## config.mk

```make
export PLATFORM = sky130hd
export DESIGN_NAME = sram_responder
export DESIGN_NICKNAME = d
export VERILOG_FILES = /design/src/rtl/sram_responder.sv
export SDC_FILE = /design/constraint.sdc
export NUM_CORES = 2
export LEC_CHECK = 0
export CORE_ASPECT_RATIO = 0.6
export CORE_MARGIN = 2
export CORE_UTILIZATION = 50
export CTS_CLUSTER_SIZE = 20
export DETAILED_ROUTE_END_ITERATION = 10
export PLACE_DENSITY = 0.68
export SLEW_MARGIN = 20
export SYNTH_ARGS = -nofsm -noshare
export SYNTH_HDL_FRONTEND = slang
export SYNTH_SLANG_ARGS = --single-unit
```

## constraint.sdc

```tcl
create_clock -name clk -period 4.2 [get_ports clk]
set_input_delay 0.84 -clock clk [delete_from_list [all_inputs] [get_ports clk]]
set_output_delay 0.84 -clock clk [all_outputs]
set_load 0.005 [all_outputs]
```

## src/rtl/sram_responder.sv

```systemverilog
// sram_responder: on-chip block-RAM stand-in for a 16-bit async SRAM, driven from an initiator's pins.
// Latency: pin-to-read-data SYNC_STAGES+1 clocks; a write commits SYNC_STAGES+1 clocks after the WE rising edge.
// Backpressure: none; the initiator must hold each pin phase for at least SYNC_STAGES+2 clocks.
//
// Ports:
//   clk, rst_n          system clock, synchronous active-low reset
//   sram_addr/data_in   address and write-data pins from the initiator
//   sram_cs/oe/we       active-low chip select, output enable, write enable
//   sram_data_out/oe    read data toward the initiator and its tri-state enable
//   wr_count/rd_count   saturating counts of committed writes and read entries
//   conflict            sticky flag: CS, OE and WE seen low together
module sram_responder #(
   parameter int AW          = 18,
   parameter int DW          = 16,
   parameter int MEM_AW      = 8,
   parameter int SYNC_STAGES = 2
) (
   input  logic          clk,
   input  logic          rst_n,
   input  logic [AW-1:0] sram_addr,
   input  logic [DW-1:0] sram_data_in,
   input  logic          sram_cs,
   input  logic          sram_oe,
   input  logic          sram_we,
   output logic [DW-1:0] sram_data_out,
   output logic          sram_data_oe,
   output logic [15:0]   wr_count,
   output logic [15:0]   rd_count,
   output logic          conflict
);

   typedef enum logic [1:0] {ST_IDLE, ST_READ, ST_WRITE} state_t;

   // Upper address bits alias onto the implemented memory, so only the low
   // MEM_AW bits are worth synchronizing.
   logic addr_hi_unused;
   assign addr_hi_unused = ^sram_addr[AW-1:MEM_AW];

   logic [SYNC_STAGES-1:0][MEM_AW-1:0] addr_sync_q, addr_sync_d;
   logic [SYNC_STAGES-1:0][DW-1:0]     data_sync_q, data_sync_d;
   logic [SYNC_STAGES-1:0]             cs_sync_q, cs_sync_d;
   logic [SYNC_STAGES-1:0]             oe_sync_q, oe_sync_d;
   logic [SYNC_STAGES-1:0]             we_sync_q, we_sync_d;

   logic [MEM_AW-1:0] p_addr_q, p_addr_d;
   logic [DW-1:0]     p_data_q, p_data_d;
   logic              p_we_q, p_we_d;

   state_t            state_q, state_d;
   logic [DW-1:0]     data_out_q, data_out_d;
   logic              data_oe_q, data_oe_d;
   logic [15:0]       wr_count_q, wr_count_d;
   logic [15:0]       rd_count_q, rd_count_d;
   logic              conflict_q, conflict_d;

   logic [DW-1:0]     mem [2**MEM_AW];

   logic [MEM_AW-1:0] s_addr;
   logic [DW-1:0]     s_data;
   logic              s_cs, s_oe, s_we;
   logic              commit;

   assign s_addr = addr_sync_q[SYNC_STAGES-1];
   assign s_data = data_sync_q[SYNC_STAGES-1];
   assign s_cs   = cs_sync_q[SYNC_STAGES-1];
   assign s_oe   = oe_sync_q[SYNC_STAGES-1];
   assign s_we   = we_sync_q[SYNC_STAGES-1];

   // WE rising edge while still selected; the address/data captured on the
   // last WE-low sample are the ones written.
   assign commit = !p_we_q && s_we && !s_cs;

   always_comb begin
      addr_sync_d    = addr_sync_q;
      data_sync_d    = data_sync_q;
      cs_sync_d      = cs_sync_q;
      oe_sync_d      = oe_sync_q;
      we_sync_d      = we_sync_q;
      addr_sync_d[0] = sram_addr[MEM_AW-1:0];
      data_sync_d[0] = sram_data_in;
      cs_sync_d[0]   = sram_cs;
      oe_sync_d[0]   = sram_oe;
      we_sync_d[0]   = sram_we;
      for (int i = 1; i < SYNC_STAGES; i++) begin
         addr_sync_d[i] = addr_sync_q[i-1];
         data_sync_d[i] = data_sync_q[i-1];
         cs_sync_d[i]   = cs_sync_q[i-1];
         oe_sync_d[i]   = oe_sync_q[i-1];
         we_sync_d[i]   = we_sync_q[i-1];
      end
      p_addr_d = s_addr;
      p_data_d = s_data;
      p_we_d   = s_we;
   end

   always_comb begin
      state_d    = ST_IDLE;
      data_out_d = data_out_q;
      data_oe_d  = 1'b0;
      wr_count_d = wr_count_q;
      rd_count_d = rd_count_q;
      conflict_d = conflict_q | (!s_cs && !s_oe && !s_we);

      // WRITE outranks READ, so a CS/OE/WE-all-low conflict never drives the bus.
      if (!s_cs && !s_we) begin
         state_d = ST_WRITE;
      end else if (!s_cs && !s_oe) begin
         state_d = ST_READ;
      end

      if (state_d == ST_READ) begin
         data_out_d = mem[s_addr];
         data_oe_d  = 1'b1;
         if (state_q != ST_READ && rd_count_q != 16'hFFFF) begin
            rd_count_d = rd_count_q + 16'd1;
         end
      end

      if (commit && wr_count_q != 16'hFFFF) begin
         wr_count_d = wr_count_q + 16'd1;
      end
   end

   always_ff @(posedge clk) begin
      if (!rst_n) begin
         addr_sync_q <= '0;
         data_sync_q <= '0;
         cs_sync_q   <= '1;
         oe_sync_q   <= '1;
         we_sync_q   <= '1;
         p_addr_q    <= '0;
         p_data_q    <= '0;
         p_we_q      <= 1'b1;
         state_q     <= ST_IDLE;
         data_out_q  <= '0;
         data_oe_q   <= 1'b0;
         wr_count_q  <= '0;
         rd_count_q  <= '0;
         conflict_q  <= 1'b0;
      end else begin
         addr_sync_q <= addr_sync_d;
         data_sync_q <= data_sync_d;
         cs_sync_q   <= cs_sync_d;
         oe_sync_q   <= oe_sync_d;
         we_sync_q   <= we_sync_d;
         p_addr_q    <= p_addr_d;
         p_data_q    <= p_data_d;
         p_we_q      <= p_we_d;
         state_q     <= state_d;
         data_out_q  <= data_out_d;
         data_oe_q   <= data_oe_d;
         wr_count_q  <= wr_count_d;
         rd_count_q  <= rd_count_d;
         conflict_q  <= conflict_d;
      end
   end

   // Memory is never cleared; a write pending when reset asserts is dropped.
   always_ff @(posedge clk) begin
      if (rst_n && commit) begin
         mem[p_addr_q] <= p_data_q;
      end
   end

   assign sram_data_out = data_out_q;
   assign sram_data_oe  = data_oe_q;
   assign wr_count      = wr_count_q;
   assign rd_count      = rd_count_q;
   assign conflict      = conflict_q;

endmodule

```

; ---- After elaboration in Yosys (flattened, before gate mapping)
; Memory sizes are Yosys's and may differ from the RTL's. A register that Yosys moved wholly into a read port is not among the register bits.
; Cells that the tools add are included.
[totals]
regBits = 115
ram_bits = 4096
elab_cells = 42
memories = 1
[classes]
n_addsub = 2
eq_ne = 4
n_mux = 5
n_bitwise = 1
n_reduce_logical = 14
[mem_list]
columns = name, depth, word_bits, rd, rd_clocked_by_memory_dff, wr, line_no
row1 = mem, 256, 16, 1, 1, 1, 56  ; logic [DW-1:0] mem [2**MEM_AW];
[op_table]
columns = op, count
row1 = "16-bit by 1-bit adder with 16-bit output, second input constant", 2
row2 = "16-bit != test, second input constant", 2
row3 = 1-bit logical AND, 8
row4 = 1-bit logical NOT, 5
row5 = 1-bit two-way mux, 4
row6 = "2-bit by 1-bit == test with 1-bit output, second input constant", 1
row7 = 2-bit two-way mux, 1
row8 = "2-bit by 1-bit != test with 1-bit output, second input constant", 1
row9 = 2-bit AND reduction, 1
row10 = 1-bit bitwise OR, 1

; ---- Depth between registers and ports, before layout
[depth]
word_depth = 6
ltp_mapped = 13
mapped_depth_nobuf = 8

; ---- Worst setup path before layout
; OpenSTA, ideal clock, no wires.
[synth_path]
path_kind = register to register
start = register p_data_q[0]
end = memory mem[0][0] (data pin)
setup_ns = 0.852
t_arrival_ns = 3.382
required_ns = 3.348
setup_slack_ns = -0.034
path_stages_with_launch = 1
n_path_buf = 0
cell_sequence = dfxtp_1
[synth_rtl]
columns = element, line_no
row1 = from (decl), 46  ; logic [DW-1:0] p_data_q, p_data_d;
row2 = from (signal assigned), 147  ; p_data_q <= p_data_d;
row3 = to (decl), 56
; Straight into the memory's write port.

==> summary.md <==
| Metric | Value |
|---|---|
| DR vias | 84700 |
| H-tree depth | 5 |
| Port-buffer cells | 78 |
| Die ar. | 329000 µm² |
| R2R setup slack | 0.14 ns |
| Synth cell types | 77 |
| Clock Latency Late Sink | approximately 0.95 ns |
| Synth Area in XOR/XNOR | 0.001350 |
| Sink Count | approximately 4200 |
| Core area | 321700 µm² |
| Skew final | between 0.05 and 0.06 ns |
| Largest family of logic cells by synthesized area | multiplexers |
| Critical Path Stages | 9 |
| Worst hold path class | register to register |
| Largest cells by area after synthesis | edfxtp_1, mux4_2, mux2i_1 |
| CP Capture Type | register |
| Area leader, netlist | edfxtp_1 |
| Setup TNS after final layout | 0 ns |
| Crit-path max FO | 29 |
| Cell Pwr Density | 445.4 nW/µm² |
| Count leader, synth | edfxtp_1 |
| Outcome | finished clean |
| Multi-input logic area | 33680 µm² |
| CP Class | register to register |
| Layout cells sized above 1 | 0.2347 |
| CTS tree | done |
| CTS root buffer | clkbuf_16 |
| Fin. max-slew vios | 0 |
| Hold buffers post-CTS | 0 |
| Vias in the first global route | 81200 |
| Hold Slack | 0.4117 ns |
| Chip height | 445.1 µm |
| Period minus WS final | 4.056 ns |
| CTS clock-pin slew for the worst setup and hold paths | ~0.070 ns |
| Ports | 89 |
| CP max stage delay | 0.79 ns |
| Rows | 161 |
| Post-CTS setup repair buffer count | 0 |
| Initial Utilization | 0.5040 |
| RSZ-0062 raised after global routing | false |
| Layout area overhead | 13.84% |
| Global Route Usage Sum | 0.2607 |
| # DRC | 0 |
| Initial antenna violation count | 23 |
| First-pass GRT wire length | approximately 610000 µm |
| Total power | around 82 mW |
| Detail Route Antenna Nets | 0 |
| Async S/R FF share, synth | 0 |
| # fillers | roughly 23000 |
| Worst R2R Path Depth | 9 |
| Final hold vios | 0 |
| Syn avg cell area | around 20 µm² |
| FMAX | 246.5 MHz |
| Cell breakdown of the critical path | buf_4 > mux4_2 > nand2_1 > a21oi_1 > a2111oi_0 > buf_4 > a21oi_1 > nand4b_1 > o311ai_1 |
| Synth top area share | 0.7586 |
| DP Wirelength | about 280000 µm |
| Period utilization | 0.9658 |
| Synthesized flop and latch total | 4226 |
| CP Launch Point | p_addr_d[0] |
| Critical hold path startpoint | data_sync_d[17] |
| Maxcap violations | 0 |
| Gpl congestion | between 0.8 and 0.9 |
| Vias/cell | approximately 6.4 |
| EDFF count, synth | 4096 |
| Die W | 739.2 µm |
| Reg2reg start | p_addr_d[0] |
| CTS Buffer Depth | 4 |
| Multiplexer area fraction after synthesis | 0.1417 |
| CTS resizes | 0 |
| CP Capture Point | sram_data_out[6] |
| Final Setup Violations | 0 |
| Top post-synthesis cells by count | edfxtp_1, mux4_2, mux2i_1 |
| NumNets Final | about 8700 |
| Critical path buffer and inverter count | 2 |
| Peak supply drop | ~0.00044 V |
| CP max stage cell | dfxtp_4 |
| Worst EP required | 4.98 ns |
| Syn Std Cell Area | 162100 µm² |
| Syn nets | between 7000 and 8000 |
| Worst setup SP type | register |
| Static Leak | 48.71 nW |
| Routed WL per cell | ~33 µm |
| Compound-Gate Fraction of Synth Area | 0.03652 |
| Cell family with the largest share of critical-path delay | compound AO/OA/AOI/OAI gates |
| Worst relative slew slack | 0.2116 |
| Synthesis warning total | 0 |
| GR Overflow Total | 0 |
| Largest net degree at the start of global routing | roughly 160 |
| Cell count after synthesis | 7903 |
| Final wirelength | 435400 µm |
| Area share of fa/ha/maj cells after synthesis | 0.0001543 |
| Post-synthesis simple-gate area fraction | 0.02704 |
| Worst EP arrival | 4.84 ns |
| CTS buffer count | 362 |
| 1st-iter DRT viols | 13690 |
| Sequential fraction of the synthesis area | 0.7746 |
| RR Endpoint | sram_data_out[6] |
| DRT Pass-1 Iters | 8 |
| Register area | 125700 µm² |
| Main synth FF type | edfxtp_1 |
| Slew at the pin closest to its max-slew limit | roughly 1.2 ns |
[metrics by stage]
stage / setup WS, ns / instance area [µm²] / cells / utilization
after floorplan: 1.349 / 162200 / 7903 / -
after global placement: -0.1880 / 172700 / 12590 / 0.5369
after detailed placement: 0.1478 / 172700 / 12590 / 0.5369
after CTS: 0.09006 / 184500 / 13250 / 0.5734
after global routing: 0.04769 / 184600 / 13250 / 0.5737
final: 0.1438 / 184600 / 13260 / 0.5738
[worst min-delay path by stage]
| stage | end | depth (start not counted) | slack (ns) |
|---|---|---|---|
| 2_1_floorplan | cs_sync_q[1] | 1 | 0.39 |
| 3_3_place_gp | oe_sync_q[1] | 1 | 0.39 |
| 3_5_place_dp | oe_sync_q[1] | 1 | 0.40 |
| 4_1_cts | we_sync_q[0] | 3 | 0.37 |
| 5_1_grt | state_q[0] | 2 | 0.39 |
| 6_report | p_data_d[1] | 1 | 0.41 |
[metal layers]
layer | wire length, µm | up-vias | GRT usage
li1 | - | 34180 | -
met1 | 175500 | 44280 | 0.3993
met2 | 177400 | 5667 | 0.3489
met3 | 72010 | 566 | 0.1073
met4 | 10080 | 16 | 0.05732
met5 | 368 | - | 0
[sequential cells by signal, summed over array words and instances, names as in the netlist, 8 cells and up]
| name | flops |
|---|---|
| sram_data_out | 16 |
| p_addr_d | 8 |
| rd_count | 16 |
| addr_sync_d | 8 |
| p_addr_q | 8 |
| p_data_q | 16 |
| mem | 4096 |
| wr_count | 16 |
| data_sync_d | 16 |
| p_data_d | 16 |
[cell families (layout without fill, tap and decap cells)]
logic type | count (synthesis) | count (layout)
flops | 4226 | 4226
xor+xnor | 25 | 25
buf+inv | 470 | 1502
other cells | 0 | 4
fa+ha+maj | 2 | 2
simple gates | 960 | 960
compound gates | 858 | 858
mux | 1362 | 1362
[cell type report]
type                            instances  share of cell area
Tap cell                             4319             0.02928
Sequential cell                      4226              0.6809
Multi-Input combinational cell       3207              0.1825
Clock inverter                        190             0.01056
Timing Repair Buffer                  828             0.04348
Clock buffer                          473             0.05302
Antenna cell                            4          0.00005423
Inverter                               11           0.0002711
[worst register-to-register path, stage by stage, from the launching register on]
cell	delay (ns)
dfxtp_4	0.79
buf_4	0.63
mux4_2	0.57
nand2_1	0.09
a21oi_1	0.24
a2111oi_0	0.78
buf_4	0.28
a21oi_1	0.05
nand4b_1	0.35
o311ai_1	0.17
[cells in the final DEF (no fill, tap or decap), types with 12 or more instances in the layout]
cell type / count
a2111oi_0: 34
a211o_1: 13
a211oi_1: 76
a21oi_1: 131
a221oi_1: 31
a22oi_1: 76
a32oi_1: 14
and2_1: 103
buf_12: 127
buf_4: 620
bufinv_16: 36
clkbuf_1: 90
clkbuf_16: 371
clkbuf_8: 12
clkdlybuf4s50_1: 77
clkinv_1: 55
clkinv_2: 70
clkinvlp_4: 13
dfxtp_1: 110
dfxtp_4: 20
edfxtp_1: 4096
mux2i_1: 609
mux4_2: 739
nand2_1: 305
nand3_1: 80
nand4_1: 30
nor2_1: 270
nor2_2: 30
nor2b_1: 14
nor3_1: 49
o21ai_0: 110
o221ai_1: 99
o22ai_1: 182
xnor2_1: 17
[where the power goes]
group / switching (mW) / leakage [nW] / total (mW) / internal (mW)
Combinational: 1.63 / 12.7 / 2.42 / 0.794
Sequential: 0.105 / 30.2 / 45.9 / 45.8
Clock: 15.1 / 5.73 / 33.9 / 18.7
Note: power is estimated with default switching activity, not from simulation.
